--- src/rtl/datapath_seq_if.sv ---
// Handshake and data bus between a controller (master) and the datapath_seq
// sequencing datapath (slave): start controls and seeds in, working registers and flags out.
interface datapath_seq_if #(
  parameter int WIDTH = 4,
  parameter int CNTW  = 8
);
  logic             START;
  logic [1:0]       MODE;
  logic             SAT;
  logic             Cin;
  logic [CNTW-1:0]  STEPS;
  logic [WIDTH-1:0] M0;
  logic [WIDTH-1:0] M1;
  logic [WIDTH-1:0] M2;
  logic [WIDTH-1:0] R0;
  logic [WIDTH-1:0] R1;
  logic [WIDTH-1:0] R2;
  logic             COUT;
  logic             OVF;
  logic             BUSY;
  logic             DONE;

  modport master (
    output START, MODE, SAT, Cin, STEPS, M0, M1, M2,
    input  R0, R1, R2, COUT, OVF, BUSY, DONE
  );

  modport slave (
    input  START, MODE, SAT, Cin, STEPS, M0, M1, M2,
    output R0, R1, R2, COUT, OVF, BUSY, DONE
  );
endinterface

--- src/rtl/datapath_seq.sv ---
// Three-register add/subtract sequencing datapath with an IDLE/RUN/DONE controller;
// seeds load on START, then STEPS arithmetic steps run in the latched mode.
module datapath_seq #(
  parameter int WIDTH = 4,
  parameter int CNTW  = 8
) (
  input logic           CLK,
  input logic           SW1,
  datapath_seq_if.slave bus
);

  typedef enum logic [1:0] {
    ST_IDLE = 2'b00,
    ST_RUN  = 2'b01,
    ST_DONE = 2'b10
  } state_t;

  localparam logic [1:0]       MODE_ADD = 2'b00;
  localparam logic [1:0]       MODE_SUB = 2'b01;
  localparam logic [1:0]       MODE_ACC = 2'b10;
  localparam logic [1:0]       MODE_ROT = 2'b11;
  localparam logic [WIDTH-1:0] ALL_ONES = {WIDTH{1'b1}};
  localparam logic [WIDTH-1:0] ZERO_W   = {WIDTH{1'b0}};
  localparam logic [CNTW-1:0]  CNT_ZERO = {CNTW{1'b0}};
  localparam logic [CNTW-1:0]  CNT_ONE  = {{(CNTW-1){1'b0}}, 1'b1};

  state_t           state_r;
  state_t           state_next_s;
  logic [WIDTH-1:0] r0_r, r1_r, r2_r;
  logic             cout_r, ovf_r, busy_r, done_r;
  logic [CNTW-1:0]  counter_r;
  logic [1:0]       mode_r;
  logic             sat_r, cin_r;
  logic [CNTW-1:0]  steps_r;

  logic [WIDTH:0]   cin_ext_s;
  logic [WIDTH:0]   sum_s;
  logic             carry_s;
  logic [WIDTH-1:0] res_s;
  logic [WIDTH-1:0] n0_s, n1_s, n2_s;
  logic             last_step_s;

  // One arithmetic step: WIDTH+1 bit sum/difference, carry or borrow, saturation and shuffle
  always_comb begin
    cin_ext_s = {{WIDTH{1'b0}}, cin_r};
    sum_s     = {(WIDTH+1){1'b0}};
    carry_s   = 1'b0;
    res_s     = ZERO_W;
    n0_s      = r0_r;
    n1_s      = r1_r;
    n2_s      = r2_r;
    case (mode_r)
      MODE_ADD: begin
        sum_s   = {1'b0, r0_r} + {1'b0, r1_r} + cin_ext_s;
        carry_s = sum_s[WIDTH];
        res_s   = (sat_r && carry_s) ? ALL_ONES : sum_s[WIDTH-1:0];
        n0_s    = r1_r;
        n1_s    = res_s;
        n2_s    = res_s;
      end
      MODE_SUB: begin
        // The top bit of the two's complement difference is exactly the borrow
        sum_s   = {1'b0, r1_r} - {1'b0, r0_r} - cin_ext_s;
        carry_s = sum_s[WIDTH];
        res_s   = (sat_r && carry_s) ? ZERO_W : sum_s[WIDTH-1:0];
        n0_s    = r1_r;
        n1_s    = res_s;
        n2_s    = res_s;
      end
      MODE_ACC: begin
        sum_s   = {1'b0, r2_r} + {1'b0, r0_r} + cin_ext_s;
        carry_s = sum_s[WIDTH];
        res_s   = (sat_r && carry_s) ? ALL_ONES : sum_s[WIDTH-1:0];
        n2_s    = res_s;
      end
      MODE_ROT: begin
        n0_s = r1_r;
        n1_s = r2_r;
        n2_s = r0_r;
      end
      default: begin
        n0_s = r0_r;
      end
    endcase
  end

  assign last_step_s = (counter_r == (steps_r - CNT_ONE));

  // Controller next-state decode
  always_comb begin
    state_next_s = state_r;
    case (state_r)
      ST_IDLE: begin
        if (bus.START) begin
          state_next_s = (bus.STEPS != CNT_ZERO) ? ST_RUN : ST_DONE;
        end else begin
          state_next_s = ST_IDLE;
        end
      end
      ST_RUN: begin
        if (last_step_s) begin
          state_next_s = ST_DONE;
        end else begin
          state_next_s = ST_RUN;
        end
      end
      ST_DONE: state_next_s = ST_IDLE;
      default: state_next_s = ST_IDLE;
    endcase
  end

  // Controller state register
  always_ff @(posedge CLK) begin
    if (SW1) begin
      state_r <= ST_IDLE;
    end else begin
      state_r <= state_next_s;
    end
  end

  // Working registers, latched controls, counter and flags
  always_ff @(posedge CLK) begin
    if (SW1) begin
      r0_r      <= ZERO_W;
      r1_r      <= ZERO_W;
      r2_r      <= ZERO_W;
      cout_r    <= 1'b0;
      ovf_r     <= 1'b0;
      busy_r    <= 1'b0;
      done_r    <= 1'b0;
      counter_r <= CNT_ZERO;
      mode_r    <= 2'b00;
      sat_r     <= 1'b0;
      cin_r     <= 1'b0;
      steps_r   <= CNT_ZERO;
    end else begin
      // BUSY/DONE follow the state being entered so they stay registered outputs
      busy_r <= (state_next_s == ST_RUN);
      done_r <= (state_next_s == ST_DONE);
      case (state_r)
        ST_IDLE: begin
          if (bus.START) begin
            r0_r      <= bus.M0;
            r1_r      <= bus.M1;
            r2_r      <= bus.M2;
            mode_r    <= bus.MODE;
            sat_r     <= bus.SAT;
            cin_r     <= bus.Cin;
            steps_r   <= bus.STEPS;
            cout_r    <= 1'b0;
            ovf_r     <= 1'b0;
            counter_r <= CNT_ZERO;
          end else begin
            r0_r <= r0_r;
          end
        end
        ST_RUN: begin
          r0_r      <= n0_s;
          r1_r      <= n1_s;
          r2_r      <= n2_s;
          cout_r    <= carry_s;
          ovf_r     <= ovf_r | carry_s;
          counter_r <= counter_r + CNT_ONE;
        end
        default: begin
          r0_r <= r0_r;
        end
      endcase
    end
  end

  assign bus.R0   = r0_r;
  assign bus.R1   = r1_r;
  assign bus.R2   = r2_r;
  assign bus.COUT = cout_r;
  assign bus.OVF  = ovf_r;
  assign bus.BUSY = busy_r;
  assign bus.DONE = done_r;

endmodule

--- src/flat_wrapper.sv ---
// flat-port wrapper written by rule: the top's interface ports become plain ports
module datapath_seq_flat 
#(
  parameter int WIDTH = 4,
  parameter int CNTW  = 8
)
  (CLK, SW1, bus_START, bus_MODE, bus_SAT, bus_Cin, bus_STEPS, bus_M0, bus_M1, bus_M2, bus_R0, bus_R1, bus_R2, bus_COUT, bus_OVF, bus_BUSY, bus_DONE);
  datapath_seq_if #(.WIDTH(WIDTH), .CNTW(CNTW)) bus_i ();
  input logic CLK;
  input logic SW1;
  input wire logic [$bits(bus_i.START)-1:0] bus_START;
  input wire logic [$bits(bus_i.MODE)-1:0] bus_MODE;
  input wire logic [$bits(bus_i.SAT)-1:0] bus_SAT;
  input wire logic [$bits(bus_i.Cin)-1:0] bus_Cin;
  input wire logic [$bits(bus_i.STEPS)-1:0] bus_STEPS;
  input wire logic [$bits(bus_i.M0)-1:0] bus_M0;
  input wire logic [$bits(bus_i.M1)-1:0] bus_M1;
  input wire logic [$bits(bus_i.M2)-1:0] bus_M2;
  output wire logic [$bits(bus_i.R0)-1:0] bus_R0;
  output wire logic [$bits(bus_i.R1)-1:0] bus_R1;
  output wire logic [$bits(bus_i.R2)-1:0] bus_R2;
  output wire logic [$bits(bus_i.COUT)-1:0] bus_COUT;
  output wire logic [$bits(bus_i.OVF)-1:0] bus_OVF;
  output wire logic [$bits(bus_i.BUSY)-1:0] bus_BUSY;
  output wire logic [$bits(bus_i.DONE)-1:0] bus_DONE;
  assign bus_i.START = bus_START;
  assign bus_i.MODE = bus_MODE;
  assign bus_i.SAT = bus_SAT;
  assign bus_i.Cin = bus_Cin;
  assign bus_i.STEPS = bus_STEPS;
  assign bus_i.M0 = bus_M0;
  assign bus_i.M1 = bus_M1;
  assign bus_i.M2 = bus_M2;
  assign bus_R0 = bus_i.R0;
  assign bus_R1 = bus_i.R1;
  assign bus_R2 = bus_i.R2;
  assign bus_COUT = bus_i.COUT;
  assign bus_OVF = bus_i.OVF;
  assign bus_BUSY = bus_i.BUSY;
  assign bus_DONE = bus_i.DONE;
  datapath_seq #(.WIDTH(WIDTH), .CNTW(CNTW)) u_core (.CLK(CLK), .SW1(SW1), .bus(bus_i));
endmodule
--- config.mk ---
export PLATFORM = sky130hd
export DESIGN_NAME = datapath_seq_flat
export DESIGN_NICKNAME = d
export VERILOG_FILES = /design/src/rtl/datapath_seq_if.sv /design/src/rtl/datapath_seq.sv /design/src/flat_wrapper.sv
export SDC_FILE = /design/constraint.sdc
export NUM_CORES = 1
export LEC_CHECK = 0
export BUFFER_PORTS_ARGS = -buffer_cell sky130_fd_sc_hd__buf_4
export CAP_MARGIN = 25
export CORE_MARGIN = 2
export CORE_UTILIZATION = 61
export CTS_CLUSTER_SIZE = 10
export DETAILED_ROUTE_END_ITERATION = 12
export GPL_ROUTABILITY_DRIVEN = 0
export PLACE_DENSITY_LB_ADDON = 0.2
export SYNTH_ARGS = -nofsm -noshare
export SYNTH_HDL_FRONTEND = slang
export SYNTH_SLANG_ARGS = --single-unit
--- constraint.sdc ---
create_clock -name CLK -period 5.1 [get_ports CLK]
set_input_delay 0.255 -clock CLK [delete_from_list [all_inputs] [get_ports CLK]]
set_output_delay 0.255 -clock CLK [all_outputs]
set_load 0.05 [all_outputs]
# Word-level counts from Yosys, hierarchy flattened
# Cells that the tools add are included.
[totals]
elab_cells = 66
out_inout_bits = 16
ff_bits = 38
[op_classes]
n_addsub = 8
mux = 22
n_eq_ne = 10
n_bitwise = 1
reduce_logical = 12
[op_table]
columns = ["cell", "n"]
rows = [
  ["$mux W4", 7],
  ["$pmux W4 S2", 3],
  ["$pmux W4 S4", 1],
  ["$pmux W8 S2", 1],
  ["$pmux W4 S3", 1],
  ["$add A4 B4 Y5", 2],
  ["$add A5 B1 Y5", 2],
  ["$add A8 B1 Y8 const B", 1],
  ["$eq A8 B8 Y1", 1],
  ["$mux W8", 1],
  ["$reduce_bool A8 Y1", 1],
  ["$sub A8 B1 Y8 const B", 1],
  ["$eq A2 B1 Y1 const B", 3],
  ["$eq A2 B2 Y1 const B", 3],
  ["$mux W2", 3],
  ["$reduce_and A3 Y1", 2],
  ["$sub A4 B4 Y5", 1],
  ["$sub A5 B1 Y5", 1],
  ["$logic_not A2 Y1", 2],
  ["$ne A2 B2 Y1 const B", 2],
  ["$ne A4 B4 Y1 const B", 1],
  ["$pmux W1 S2", 2],
  ["$pmux W2 S2", 1],
  ["$reduce_and A2 Y1", 2],
  ["other kinds (6)", 8],
]

# Depth between registers and ports, before layout
# Gate-level depths: netlist of the first run.
[logic_depth]
depth_word = 6
depth_mapped = 10
mapped_depth_nobuf = 10

# Worst setup path before layout of the first run
# Ideal clock, no wire load.
[synth_timing]
path_kind = "flip-flop to flip-flop"
from = "reg u_core.r1_r[0] (netlist: u_core.bus.R1[0])"
to = "reg u_core.r1_r[3] (netlist: u_core.bus.R1[3])"
setup_ns = 0.116
slack_ns = 2.247
path_stages_with_launch = 10
required_ns = 4.984
synth_period_minus_slack_ns = 2.853
t_arrival_ns = 2.737
cell_sequence = "dfxtp_1 > inv_1 > fa_1 > fa_1 > a21boi_1 > mux2i_1 > nor4_1 > a311oi_1 > o21ai_0 > a31o_1"
[synth_via]
elab_chain_cells = 6
[synth_lines]
columns = ["item", "line", "source"]
rows = [
  ["start, declared", "datapath_seq.sv:29", "logic [WIDTH-1:0] r0_r, r1_r, r2_r;"],
  ["start signal, assigned", "datapath_seq.sv:144", "r1_r <= bus.M1;"],
  ["start signal, assigned", "datapath_seq.sv:159", "r1_r <= n1_s;"],
  ["$sub A4 B4 Y5 / $add A4 B4 Y5 (equally long branches)", "datapath_seq.sv:63, datapath_seq.sv:54", ""],
  ["$sub A5 B1 Y5 / $add A5 B1 Y5 (equally long branches)", "datapath_seq.sv:63, datapath_seq.sv:54", ""],
  ["$logic_and A1 B1 Y1, on equally long branches", "datapath_seq.sv:65, datapath_seq.sv:56", ""],
  ["$mux W4, on equally long branches", "datapath_seq.sv:65, datapath_seq.sv:56", ""],
  ["$pmux W4 S3 (*)", "datapath_seq.sv:52", "case (mode_r)"],
  ["$pmux W4 S2 (*)", "datapath_seq.sv:140", "case (state_r)"],
]
# Every way passes the cells marked *; elsewhere a longest branch is shown, timed or not.
# A chain may end at the register's enable or synchronous reset.

# Worst setup path after layout of the first run
# Ends and elaborated chain as after synthesis.

==> results of run 1 <==
[routing by layer]
layer | part of all wire (%) | vias up | global-route usage (%)
met3 | 8.5 | 9 | 4.070
li1 | - | 1273 | -
met5 | 0 | - | 0
met2 | 44 | 121 | 43.48
met1 | 45 | 1201 | 39.95
met4 | 1.6 | 0 | 10.68
[cell families after synthesis]
logic type,count (synthesis),synth area share (%)
AND/OR/NAND/NOR,137,24.83
AO/OA/AOI/OAI,92,23.15
buffers and inverters,43,6.497
flip-flops,38,29.26
adder cells (fa/ha/maj),20,11.36
XOR/XNOR,11,3.705
multiplexers,3,1.203
[how the worst max path moves through the flow]
| stage | start | endpoint | slack (ns) | cells after the start |
|---|---|---|---|---|
| 5_1_grt | u_core.bus.R0[0] | u_core.bus.R1[1] | 2.24 | 8 |
| 3_5_place_dp | u_core.bus.R1[0] | u_core.bus.R1[3] | 2.47 | 9 |
| 3_3_place_gp | u_core.bus.R1[0] | u_core.bus.R1[3] | 2.59 | 9 |
| 4_1_cts | u_core.bus.R1[0] | u_core.bus.R1[3] | 2.46 | 9 |
| 2_1_floorplan | u_core.bus.R1[0] | u_core.bus.R1[3] | 2.25 | 9 |
| 6_report | u_core.bus.R1[0] | u_core.bus.R1[3] | 2.44 | 9 |
[synthesized netlist by cell type (all sizes together), types with 3 or more instances]
library cell  instances
nand2                53
dfxtp                38
nor2                 32
a21oi                30
inv                  24
clkbuf               16
ha                   14
o21ai                13
nand3                10
a22oi                 8
nor3                  7
xnor2                 7
a311oi                6
a31oi                 6
fa                    6
nand2b                5
nor2b                 5
nor4                  4
or3                   4
xor2                  4
a21o                  3
and3                  3
o221ai                3
or2                   3
[state kept, by name (all words and copies together), names as in the netlist, 2 cells and up]
signal,cells
u_core.bus.R0,4
u_core.bus.R1,4
u_core.bus.R2,4
u_core.counter_r,8
u_core.mode_r,2
u_core.state_r,2
u_core.steps_r,8
[metrics by stage]
step	setup slack, ns	utilization [%]	hold slack, ns	cells	area (µm²)
floorplan	2.247	-	0.3910	344	2600
global placement	2.592	71.91	0.4448	420	2918
detailed placement	2.474	72.09	0.4521	421	2925
CTS	2.458	74.44	0.1864	429	3020
global route	2.239	74.44	0.2082	429	3020
finish	2.436	74.44	0.1882	429	3020
[area by class of cell]
type	count	area, µm²
Multi-Input combinational cell	263	1670
Fill cell	327	1037
Sequential cell	38	760.7
Timing Repair Buffer	45	337.8
Inverter	25	93.84
Clock buffer	6	82.58
Tap cell	50	62.56
Clock inverter	2	12.51
[critical path: cells and delay by family (launching register included)]
family / cells / cell delay [ns]
and+or+nand+nor: 1 / 0.11
AOI/OAI and AO/OA: 4 / 0.78
muxes: 1 / 0.30
buffers and inverters: 1 / 0.10
DFF: 1 / 0.38
adders and majority gates: 2 / 0.88
[power by group through the flow]
stage	clock network [mW]	registers, mW	logic (mW)
after global routing	0.239	0.353	0.328
after CTS	0.228	0.349	0.296
after detailed placement	0	0.355	0.293
after floorplan	0	0.387	0.177
final	0.227	0.350	0.300
after global placement	0	0.354	0.286
==> reports/qor.csv, run 1 <==
stage,metric,value,unit
run_status,status,completed,
routing,drt_wl_total,6692,µm
global_route,grt_pass1_wl,10960,µm
power_and_ir_drop,combPwrFrac,34.2,%
die,rows,23,
routing,ant_nets,0,
routing,vias,2604,
yosys,yosysSeqAreaShare,29.26,%
die,die_h,69.29,µm
cells_and_area,layout.nets,425,
timing,rsz0062_at_grt,no,
critical_path,reg2reg_slack,2.44,ns
power_and_ir_drop,ir_drop,181.5,µV
timing,skew,0.006343,ns
die,coreArea,0.004058,mm²
routing,drt_iter0_markers,175,
yosys,synth-seq-cells,38,
hold_path,hold_path_class,in -> reg,
yosys,synth_area_leaders,"dfxtp_1 (29%), nand2_1 (7.7%), ha_1 (6.7%), a21oi_1 (5.8%), fa_1 (4.6%)",
critical_path,start_kind,register,
hold_path,holdCritStartpoint,bus_SAT,
yosys,synth_largest_area_cell,dfxtp_1,
cts,postCtsSetupBuffers,0,
timing,fmaxAchievable,375.3,MHz
timing,finalSetupTns,0,ns
global_route,grt_overflow_total,0,
cells_and_area,insertedDiodeCount,0,
power_and_ir_drop,pwr-share-clk,25.9,%
cts,root_buffer,clkbuf_8,
global_route,antenna_found_initial,0,
global_route,grt_max_degree,42,
critical_path,r2r_end,u_core.bus.R1[3],
cts,clock_latency,0.31,ns
cts,cts-resized-gates,0,
critical_path,crit_required,5.30,ns
yosys,synth_top_area_share,29.26,%
power_and_ir_drop,p_per_area,290.1,mW/mm²
cts,path_clk_slew,0.08,ns
power_and_ir_drop,finalPower,0.8762,mW
die,dieArea,0.004800,mm²
global_route,grtUsageTotal,28.21,%
yosys,avgSynthCellArea,7.558,µm²
yosys,yosys_warnings,0,
yosys,async_flop_share,0,%
critical_path,crit_path_end_kind,register,
timing,finalHoldViolations,0,
timing,min_period_over_period,52.24,%
cts,hold_buffers,0,
timing,period_minus_slack,2.664,ns
yosys,syn_area,0.002600,mm²
power_and_ir_drop,leakagePower,1.277,nW
placed_design,port_buffers,42,
power_and_ir_drop,power.share.sequential,39.9,%
routing,drc_errors,0,
cts,clk_path_buf_depth,2,
hold_path,hold_depth,3,
placed_design,dp_hpwl,4765,µm
die,ios,43,
routing,drt_first_pass_iters,5,
yosys,yosys.cell_types.count,56,
yosys,synthFlopType,dfxtp_1,
critical_path,slowest_stage,fa_1,
flow_run,cap_violations,0,
cts,cts_sinks,38,
cells_and_area,drive_above_1_share,15.57,%
timing,worstMarginPinSlew,0.7482,ns
critical_path,critPathKind,reg -> reg,
die,die_x,69.29,µm
cts,cts_max_level,2,
hold_path,min_to,u_core.sat_r,
power_and_ir_drop,p_switching,0.3312,mW
cells_and_area,final_common_cell,nand2_1,
critical_path,r2r_start,u_core.bus.R1[0],
routing,drt-vias-per-instance,6.070,
critical_path,path_cells,inv_1 -> fa_1 -> fa_1 -> a21boi_1 -> mux2i_1 -> nor4_1 -> a311oi_1 -> o21ai_0 -> a31o_1,
critical_path,cp_max_fo,4,
critical_path,critPathMostFrequentCell,fa_1,
die,initial_core_util,64.08,%
cts,cts_made_buffers,5,
power_and_ir_drop,p_int,0.5451,mW
timing,slew_headroom,50.12,%
critical_path,r2r_cells,9,
critical_path,cp.arrival,2.87,ns
cts,tritoncts,built,
routing,wire_per_inst,15.60,µm
cells_and_area,final_cell_mix,"nand2_1 (53), buf_4 (45), dfxtp_1 (38)",
global_route,grt_pass1_vias,2320,
power_and_ir_drop,power_switching_share,37.79,%
yosys,synthCells,344,
critical_path,slowest_delay,0.47,ns
cells_and_area,syn_to_final_growth,16.17,%
yosys,synth-edff-count,0,
timing,maxSlewViolCount,0,
timing,setup_viol,0,
yosys,synth_nets,391,
Power figures use the tool's default switching activity.
==> run 2: changes to the inputs <==
--- a/config.mk
+++ b/config.mk
@@ -8,7 +8,7 @@
 export BUFFER_PORTS_ARGS = -buffer_cell sky130_fd_sc_hd__buf_4
 export CAP_MARGIN = 25
 export CORE_MARGIN = 2
-export CORE_UTILIZATION = 61
+export CORE_UTILIZATION = 57
 export CTS_CLUSTER_SIZE = 10
 export DETAILED_ROUTE_END_ITERATION = 12
 export GPL_ROUTABILITY_DRIVEN = 0
==> constraint.sdc (replaced) <==
create_clock -name CLK -period 2.7 [get_ports CLK]
set_input_delay 0.135 -clock CLK [delete_from_list [all_inputs] [get_ports CLK]]
set_output_delay 0.135 -clock CLK [all_outputs]
set_load 0.05 [all_outputs]
==> run 2 against run 1 <==
First-iteration DRC count grew 65%. Sequential share of layout area is 0.77 points lower. Global-route usage grew 0.89 points. Core utilization fell by 3.1 points. Sequential cell count stayed put. Sequential power is 86% higher. Via count up 4.8%. Critical path depth unchanged. Critical endpoint unchanged. Highest routed layer unchanged.
==> reports/qor.csv, run 2 (synthesis results as in run 1) <==
stage,metric,value,unit
run_status,status,completed,
critical_path,slowest_delay,0.47,ns
placed_design,port_buffers,42,
timing,skew,0.008969,ns
cts,path_clk_slew,0.08,ns
die,die_x,71.54,µm
cells_and_area,layout.nets,429,
power_and_ir_drop,p_switching,0.6523,mW
global_route,grt_pass1_vias,2436,
die,rows,24,
cts,root_buffer,clkbuf_8,
power_and_ir_drop,leakagePower,1.317,nW
cts,hold_buffers,0,
global_route,grtUsageTotal,29.10,%
critical_path,crit_path_end_kind,register,
critical_path,path_cells,inv_1 -> fa_1 -> fa_2 -> a21boi_2 -> mux2i_2 -> nor4_1 -> a311oi_1 -> o21ai_0 -> a31o_1,
cells_and_area,drive_above_1_share,18.80,%
cts,cts_made_buffers,5,
cells_and_area,insertedDiodeCount,0,
timing,fmaxAchievable,388.9,MHz
critical_path,slowest_stage,fa_1,
cts,cts_max_level,2,
critical_path,start_kind,register,
power_and_ir_drop,pwr-share-clk,32.3,%
timing,period_minus_slack,2.572,ns
timing,slew_headroom,51.43,%
power_and_ir_drop,p_per_area,597.0,mW/mm²
cells_and_area,final_common_cell,nand2_1,
power_and_ir_drop,power.share.sequential,34.9,%
routing,drc_errors,0,
timing,finalHoldViolations,0,
critical_path,crit_family,adder cells,
global_route,grt_max_degree,42,
routing,drt-vias-per-instance,6.276,
critical_path,crit_required,2.90,ns
power_and_ir_drop,ir_drop,349.5,µV
routing,ant_nets,0,
routing,drt_wl_total,7176,µm
die,initial_core_util,59.30,%
cells_and_area,final_cell_mix,"nand2_1 (53), buf_4 (49), dfxtp_1 (36)",
placed_design,dp_hpwl,5183,µm
critical_path,critPathBufInv,1,
global_route,grt_overflow_total,0,
die,die_h,71.54,µm
cells_and_area,fill_cells,384,
die,coreArea,0.004384,mm²
cts,postCtsSetupBuffers,0,
timing,min_period_over_period,95.25,%
timing,setup_viol,0,
power_and_ir_drop,power_switching_share,34.96,%
power_and_ir_drop,p_int,1.214,mW
cts,clock_latency,0.30,ns
global_route,grt_pass1_wl,11680,µm
routing,vias,2730,
cts,clk_path_buf_depth,2,
cts,cts_sinks,38,
timing,maxSlewViolCount,0,
die,dieArea,0.005118,mm²
routing,drt_iter0_markers,289,
critical_path,critPathKind,reg -> reg,
cells_and_area,largestRegisters,"u_core.counter_r (8), u_core.steps_r (8)",
power_and_ir_drop,finalPower,1.866,mW
cells_and_area,syn_to_final_growth,20.21,%
critical_path,cp.arrival,2.77,ns
placed_design,post-place-ws,0.1007,ns
global_route,antenna_found_initial,0,
cts,tritoncts,built,
cts,cts-resized-gates,0,
flow_run,cap_violations,0,
routing,drt_first_pass_iters,5,
routing,wire_per_inst,16.50,µm
critical_path,cp_max_fo,4,
timing,worstMarginPinSlew,0.7286,ns
hold_path,hold_path_class,in -> reg,
die,ios,43,
power_and_ir_drop,combPwrFrac,32.8,%
timing,worst_slack,0.1284,ns
timing,fin_hold_ws,0.07974,ns
## run 2: power groups by stage
stage	Sequential [mW]	Combinational (mW)	Clock, mW
CTS	0.648	0.586	0.602
global route	0.657	0.665	0.625
finish	0.651	0.613	0.602
detailed placement	0.662	0.582	0
floorplan	0.731	0.335	0
global placement	0.658	0.570	0
## run 2: per-stage QoR
step                setup TNS (ns)  utilization [%]  cells  area (µm²)
floorplan                        0                -    344        2601
global placement                 0            67.49    427        2959
finish                           0            71.29    435        3126
global route              -0.03840            71.29    435        3126
CTS                              0            70.63    435        3097
detailed placement               0            67.49    427        2959
## run 2: per-layer routing
metal  part of all wire (%)  track usage, %  vias up
met5                      0               0        -
li1                       -               -     1281
met4                    3.4           11.32        0
met2                     45           45.16      158
met3                     10           5.204       31
met1                     42           40.39     1260
## run 2: area by class of cell
type	instances	area, µm²	share of cell area, %
multi-input cells	263	1698	54.32
flip-flops and latches	38	763.2	24.42
repair buffers	49	367.9	11.77
inverters	25	93.84	3.002
clock buffers	5	68.82	2.202
clock inverters	3	68.82	2.202
well taps	52	65.06	2.082
## run 2: worst paths after layout
kind / startpoint / to / slack (ns) / cells past startpoint
setup / recovery: u_core.bus.R1[0] / u_core.bus.R1[3] / 0.13 / 9
hold / removal: bus_SAT / u_core.sat_r / 0.08 / 3
setup reg to reg: u_core.bus.R1[0] / u_core.bus.R1[3] / 0.13 / 9
hold reg to reg: u_core.steps_r[6] / u_core.steps_r[6] / 0.47 / 2
## run 2: worst register-to-register path: stages, from the launching register on
cell      delay [ns]
dfxtp_2         0.36
inv_1           0.09
fa_1            0.47
fa_2            0.38
a21boi_2        0.21
mux2i_2         0.29
nor4_1          0.12
a311oi_1        0.19
o21ai_0         0.12
a31o_1          0.24
